[src/rtl/pipelined_adder_if.sv]
// Streaming operand/result bundle for pipelined_adder: valid/ready on the
// operand side and on the result side.
interface pipelined_adder_if #(
   parameter int WIDTH = 8
);
   logic             in_valid;
   logic             in_ready;
   logic [WIDTH-1:0] a;
   logic [WIDTH-1:0] b;
   logic             cin;
   logic             sub;
   logic             out_valid;
   logic             out_ready;
   logic [WIDTH-1:0] s;
   logic             cout;
   logic             ovf;

   modport master (
      output in_valid, a, b, cin, sub, out_ready,
      input  in_ready, out_valid, s, cout, ovf
   );

   modport slave (
      input  in_valid, a, b, cin, sub, out_ready,
      output in_ready, out_valid, s, cout, ovf
   );
endinterface

[src/rtl/pipelined_adder.sv]
// Pipelined two's-complement adder/subtractor: the carry chain is cut into
// SLICE-bit slices with a register stage after each slice.
module pipelined_adder #(
   parameter int WIDTH = 8,
   parameter int SLICE = 4
) (
   input  logic             clk,
   input  logic             rst_n,
   pipelined_adder_if.slave bus
);
   localparam int STAGES = WIDTH / SLICE;

   if (WIDTH % SLICE != 0) begin : g_param_check
      $fatal(1, "pipelined_adder: WIDTH must be a multiple of SLICE");
   end

   // One enable for every stage: the whole pipe moves or the whole pipe holds.
   logic adv;
   assign adv          = !bus.out_valid || bus.out_ready;
   assign bus.in_ready = adv;

   logic [WIDTH-1:0] a_q     [STAGES];
   logic [WIDTH-1:0] b_q     [STAGES];
   logic [WIDTH-1:0] sum_q   [STAGES];
   logic             carry_q [STAGES];
   logic             ovf_q   [STAGES];
   logic             valid_q [STAGES];

   for (genvar i = 0; i < STAGES; i++) begin : g_stage
      logic [WIDTH-1:0] a_src;
      logic [WIDTH-1:0] b_src;
      logic [WIDTH-1:0] sum_src;
      logic             carry_src;
      logic             valid_src;
      logic [WIDTH-1:0] sum_d;
      logic             ovf_d;
      logic [SLICE:0]   slice_sum;

      if (i == 0) begin : g_head
         // Subtract folds into add: invert b here, force the carry-in to 1.
         assign a_src     = bus.a;
         assign b_src     = bus.sub ? ~bus.b : bus.b;
         assign carry_src = bus.sub | bus.cin;
         assign sum_src   = '0;
         assign valid_src = bus.in_valid;
      end else begin : g_body
         assign a_src     = a_q[i-1];
         assign b_src     = b_q[i-1];
         assign carry_src = carry_q[i-1];
         assign sum_src   = sum_q[i-1];
         assign valid_src = valid_q[i-1];
      end

      assign slice_sum = {1'b0, a_src[i*SLICE +: SLICE]}
                       + {1'b0, b_src[i*SLICE +: SLICE]}
                       + {{SLICE{1'b0}}, carry_src};

      // Carry into the slice MSB is a^b^s at that bit; only the top slice's value reaches ovf.
      assign ovf_d = a_src[i*SLICE + SLICE-1] ^ b_src[i*SLICE + SLICE-1]
                   ^ slice_sum[SLICE-1] ^ slice_sum[SLICE];

      always_comb begin
         // NOTE: full default first, then overwrite one slice -- no path leaves sum_d unassigned, so no latch.
         sum_d                    = sum_src;
         sum_d[i*SLICE +: SLICE]  = slice_sum[SLICE-1:0];
      end

      always_ff @(posedge clk) begin
         // NOTE: non-blocking updates so every stage samples its predecessor's pre-edge value.
         if (!rst_n) begin
            a_q[i]     <= '0;
            b_q[i]     <= '0;
            sum_q[i]   <= '0;
            carry_q[i] <= 1'b0;
            ovf_q[i]   <= 1'b0;
            valid_q[i] <= 1'b0;
         end else if (adv) begin
            a_q[i]     <= a_src;
            b_q[i]     <= b_src;
            sum_q[i]   <= sum_d;
            carry_q[i] <= slice_sum[SLICE];
            ovf_q[i]   <= ovf_d;
            valid_q[i] <= valid_src;
         end
      end
   end

   assign bus.out_valid = valid_q[STAGES-1];
   assign bus.s         = sum_q[STAGES-1];
   assign bus.cout      = carry_q[STAGES-1];
   assign bus.ovf       = ovf_q[STAGES-1];
endmodule

[src/flat_wrapper.sv]
// flat-port wrapper written by rule: the top's interface ports become plain ports
module pipelined_adder_flat 
#(
   parameter int WIDTH = 8,
   parameter int SLICE = 4
)
  (clk, rst_n, bus_in_valid, bus_a, bus_b, bus_cin, bus_sub, bus_out_ready, bus_in_ready, bus_out_valid, bus_s, bus_cout, bus_ovf);
  pipelined_adder_if #(.WIDTH(WIDTH)) bus_i ();
  input  logic clk;
  input  logic rst_n;
  input wire logic [$bits(bus_i.in_valid)-1:0] bus_in_valid;
  input wire logic [$bits(bus_i.a)-1:0] bus_a;
  input wire logic [$bits(bus_i.b)-1:0] bus_b;
  input wire logic [$bits(bus_i.cin)-1:0] bus_cin;
  input wire logic [$bits(bus_i.sub)-1:0] bus_sub;
  input wire logic [$bits(bus_i.out_ready)-1:0] bus_out_ready;
  output wire logic [$bits(bus_i.in_ready)-1:0] bus_in_ready;
  output wire logic [$bits(bus_i.out_valid)-1:0] bus_out_valid;
  output wire logic [$bits(bus_i.s)-1:0] bus_s;
  output wire logic [$bits(bus_i.cout)-1:0] bus_cout;
  output wire logic [$bits(bus_i.ovf)-1:0] bus_ovf;
  assign bus_i.in_valid = bus_in_valid;
  assign bus_i.a = bus_a;
  assign bus_i.b = bus_b;
  assign bus_i.cin = bus_cin;
  assign bus_i.sub = bus_sub;
  assign bus_i.out_ready = bus_out_ready;
  assign bus_in_ready = bus_i.in_ready;
  assign bus_out_valid = bus_i.out_valid;
  assign bus_s = bus_i.s;
  assign bus_cout = bus_i.cout;
  assign bus_ovf = bus_i.ovf;
  pipelined_adder #(.WIDTH(WIDTH), .SLICE(SLICE)) u_core (.clk(clk), .rst_n(rst_n), .bus(bus_i));
endmodule
[config.mk]
export PLATFORM = sky130hd
export DESIGN_NAME = pipelined_adder_flat
export DESIGN_NICKNAME = d
export VERILOG_FILES = /design/src/rtl/pipelined_adder_if.sv /design/src/rtl/pipelined_adder.sv /design/src/flat_wrapper.sv
export SDC_FILE = /design/constraint.sdc
export NUM_CORES = 1
export LEC_CHECK = 0
export ABC_AREA = 1
export CAP_MARGIN = 15
export CORE_UTILIZATION = 30
export DETAILED_ROUTE_END_ITERATION = 16
export PLACE_DENSITY = 0.59
export SYNTH_ARGS = -nofsm -noshare
export SYNTH_HDL_FRONTEND = slang
export SYNTH_SLANG_ARGS = --single-unit
[constraint.sdc]
create_clock -name clk -period 1.85 [get_ports clk]
set_input_delay 0.185 -clock clk [delete_from_list [all_inputs] [get_ports clk]]
set_output_delay 0.185 -clock clk [all_outputs]
set_load 0.01 [all_outputs]
==> key figures <==
Status
  – Run status: finished clean

Synth
  – Synth Net Count: 163
  – EDFF count, synth: 22
  – Post-Syn Area: 1340 um^2
  – Synth Register Bits: 25
  – Synth top area share: 0.495
  – Syn Area/Cell: 10.2 um^2
  – Area leader, netlist: edfxtp_1
  – Cells after Synth: 131
  – Seq/Total Area, Yosys: 0.540
  – Predominant post-synthesis flop cell: edfxtp_1
  – Ys Warns: 0
  – Post-synth ARST share: 0
  – Synth unique cells: 22
  – Synth area leaders: edfxtp_1, nor2_1, inv_1

Place
  – Placed Cells: 214
  – Buffers on Ports: 33
  – Dpl hpwl: 1890 um
  – Placer Congestion: 0.795
  – Placement Setup Slack: -0.289 ns

Pwr
  – Clock power share: 0.238
  – Sw Share: 0.256
  – Sequential power share: 0.520
  – Net Switching: 0.000348 W
  – Highest ir drop seen on vdd: 293 uV
  – Comb power frac: 0.242
  – Internal power: 0.00101 W
  – Leak: 0.786 nW
  – Tot Pwr: 0.00136 W
  – Power density over the cells: 757 nW/um^2

Clocking
  – CTS Buffer Depth: 2
  – Setup Fix Bufs, Post-CTS: 0
  – Root Buffer: clkbuf_8
  – CTS buffer count: 3
  – CTS H-tree lvls: 1
  – CTS Hold Bufs: 0
  – CTS tree: done
  – Clk slew on worst S/H paths: 0.09 ns
  – Worst skew pair latency: 0.27 ns
  – Clk sink count: 25

Die
  – FP Rows: 23
  – Die ar.: 4720 um^2
  – IO Pins: 34
  – Initial core utilization: 0.322
  – Core box area: 4140 um^2
  – Die height: 68.7 um
  – Chip Width: 68.7 um

Critical path
  – CP max-delay cell: clkdlybuf4s50_1
  – CP max stage delay: 0.42 ns
  – Critical path class: input pin to flop
  – Worst Reg2Reg Path Length in Cells: 6
  – CP max FO: 2
  – Critical path, cell by cell: clkdlybuf4s50_1 > xnor2_1 > fa_1 > inv_1 > fa_1 > inv_1 > nor2_1
  – Startpoint Class: input pin
  – Critical path arrival: 1.77 ns
  – Critical Path Sink Type: flop
  – Worst EP required: 1.88 ns

Final layout
  – Area added between synthesis and finish: 34.3%
  – Fin nets: 201
  – # diodes: 0
  – Commonest non-fill, non-tap cell in the layout: clkdlybuf4s50_1
  – Core Util, Final: 0.433
  – Layout cells sized above 1: 0.0833
  – Most frequent cells in the layout: clkdlybuf4s50_1, nor2_1, inv_1, edfxtp_1, nand2_1
  – Final instance count without filler cells: 218

Global routing
  – Global route overflow: 0
  – Initial antenna violation count: 0
  – First-pass GRT wire length: 3840 um
  – Largest net degree at the start of global routing: 24
  – Overall Global Routing Usage: 0.116
  – Vias in the first global route: 888

STA
  – RSZ-0062 raised after global routing: false
  – Final Setup Violations: 0
  – Tcrit/Tclk final: 0.944
  – Fmax: 573 MHz
  – Worst setup margin: 0.104 ns
  – Clk_skew: 0.00600 ns
  – Min Clock Period, post-route: 1.75 ns
  – Measured slew at the worst slew-check pin: 0.280 ns
  – Final hold vios: 0
  – Max-slew headroom: 0.813
  – Slew Viols, Final: 0
  – Final TNS setup: 0 ns

Detailed routing
  – WL final: 2510 um
  – DRT iter0 DRCs: 32
  – Drc violations: 0
  – Final ANT Viol Nets: 0
  – Routed len/inst: 11.5 um
  – Via density: 4.38
  – 1st-pass router iterations: 4
  – Total number of vias: 955

Worst hold path
  – Hold Path Depth: 2
  – Hold WC Path Type: flop to flop

Flow run
  – Max-Cap Viols: 0
registers in the layout, indices dropped and copies added, names as in the netlist:
register,count
u_core.b_q,4
u_core.valid_q,2
u_core.ovf_q,1
u_core.a_q,4
u_core.carry_q,2
u_core.sum_q,12
layer usage:
layer	wire (um)	global-route usage	vias up
li1	-	-	490
met1	1080	0.140	439
met2	1260	0.191	21
met3	102	0.0164	5
met4	68	0.0765	0
met5	0	0	-
layout make-up:
cell class                      instances  area [um^2]
Fill cell                             417         2350
Inverter                               24         90.1
Clock buffer                            3         41.3
Tap cell                               50         62.6
Clock inverter                          1         5.00
Sequential cell                        25          721
Multi-Input combinational cell         79          505
Timing Repair Buffer                   36          368
per-stage QoR:
step	hold slack (ns)	cell area (um^2)
CTS	0.469	1790
global route	0.492	1790
finish	0.459	1790
detailed placement	0.447	1740
floorplan	0.323	1340
global placement	0.441	1740
cells by family (layout without fill, tap and decap cells):
kind of cell,count (synthesis),in the layout,share of synthesized area
xor+xnor,8,8,0.0525
buf+inv,27,64,0.0853
compound gates,9,9,0.0337
fa+ha+maj,10,10,0.116
flops,25,25,0.540
simple gates,52,52,0.172
cells in the mapped netlist, drive strengths merged (3+ instances only):
cell type and instances:
inv 24, xnor2 5, dfxtp 3, xor2 3
o21ai 3, nand3 8, nand2 16, fa 4
edfxtp 22, nor2 25, ha 6, buf 3
a21oi 6
repair_timing:
item / in CTS / in global routing
setup endpoints to repair: 0 / 7
hold endpoints to repair: 0 / 0
gates resized for setup: 0 / 4
worst max-delay path, delay by kind of cell:
kind	cells	cell delay, ns
buffers and inverters	3	0.58
XOR/XNOR	1	0.15
adder cells (fa/ha/maj)	2	0.81
AND/OR/NAND/NOR	1	0.03
power groups by stage:
| stage | sequential (W) | clock (W) | combinational [W] |
|---|---|---|---|
| after floorplan | 0.000733 | 0 | 0.000166 |
| after global placement | 0.000717 | 0 | 0.000318 |
| after detailed placement | 0.000720 | 0 | 0.000328 |
| after CTS | 0.000707 | 0.000331 | 0.000330 |
| after global routing | 0.000711 | 0.000354 | 0.000370 |
| final | 0.000706 | 0.000323 | 0.000329 |
worst paths after layout:
| kind | from | end | slack, ns |
|---|---|---|---|
| max | bus_b[0] | u_core.sum_q[0][1] | 0.10 |
| min | u_core.valid_q[0] | u_core.valid_q[1] | 0.46 |
| max reg2reg | u_core.carry_q[0] | u_core.sum_q[1][6] | 0.16 |
| min reg2reg | u_core.valid_q[0] | u_core.valid_q[1] | 0.46 |
Power figures use the tool's default switching activity.
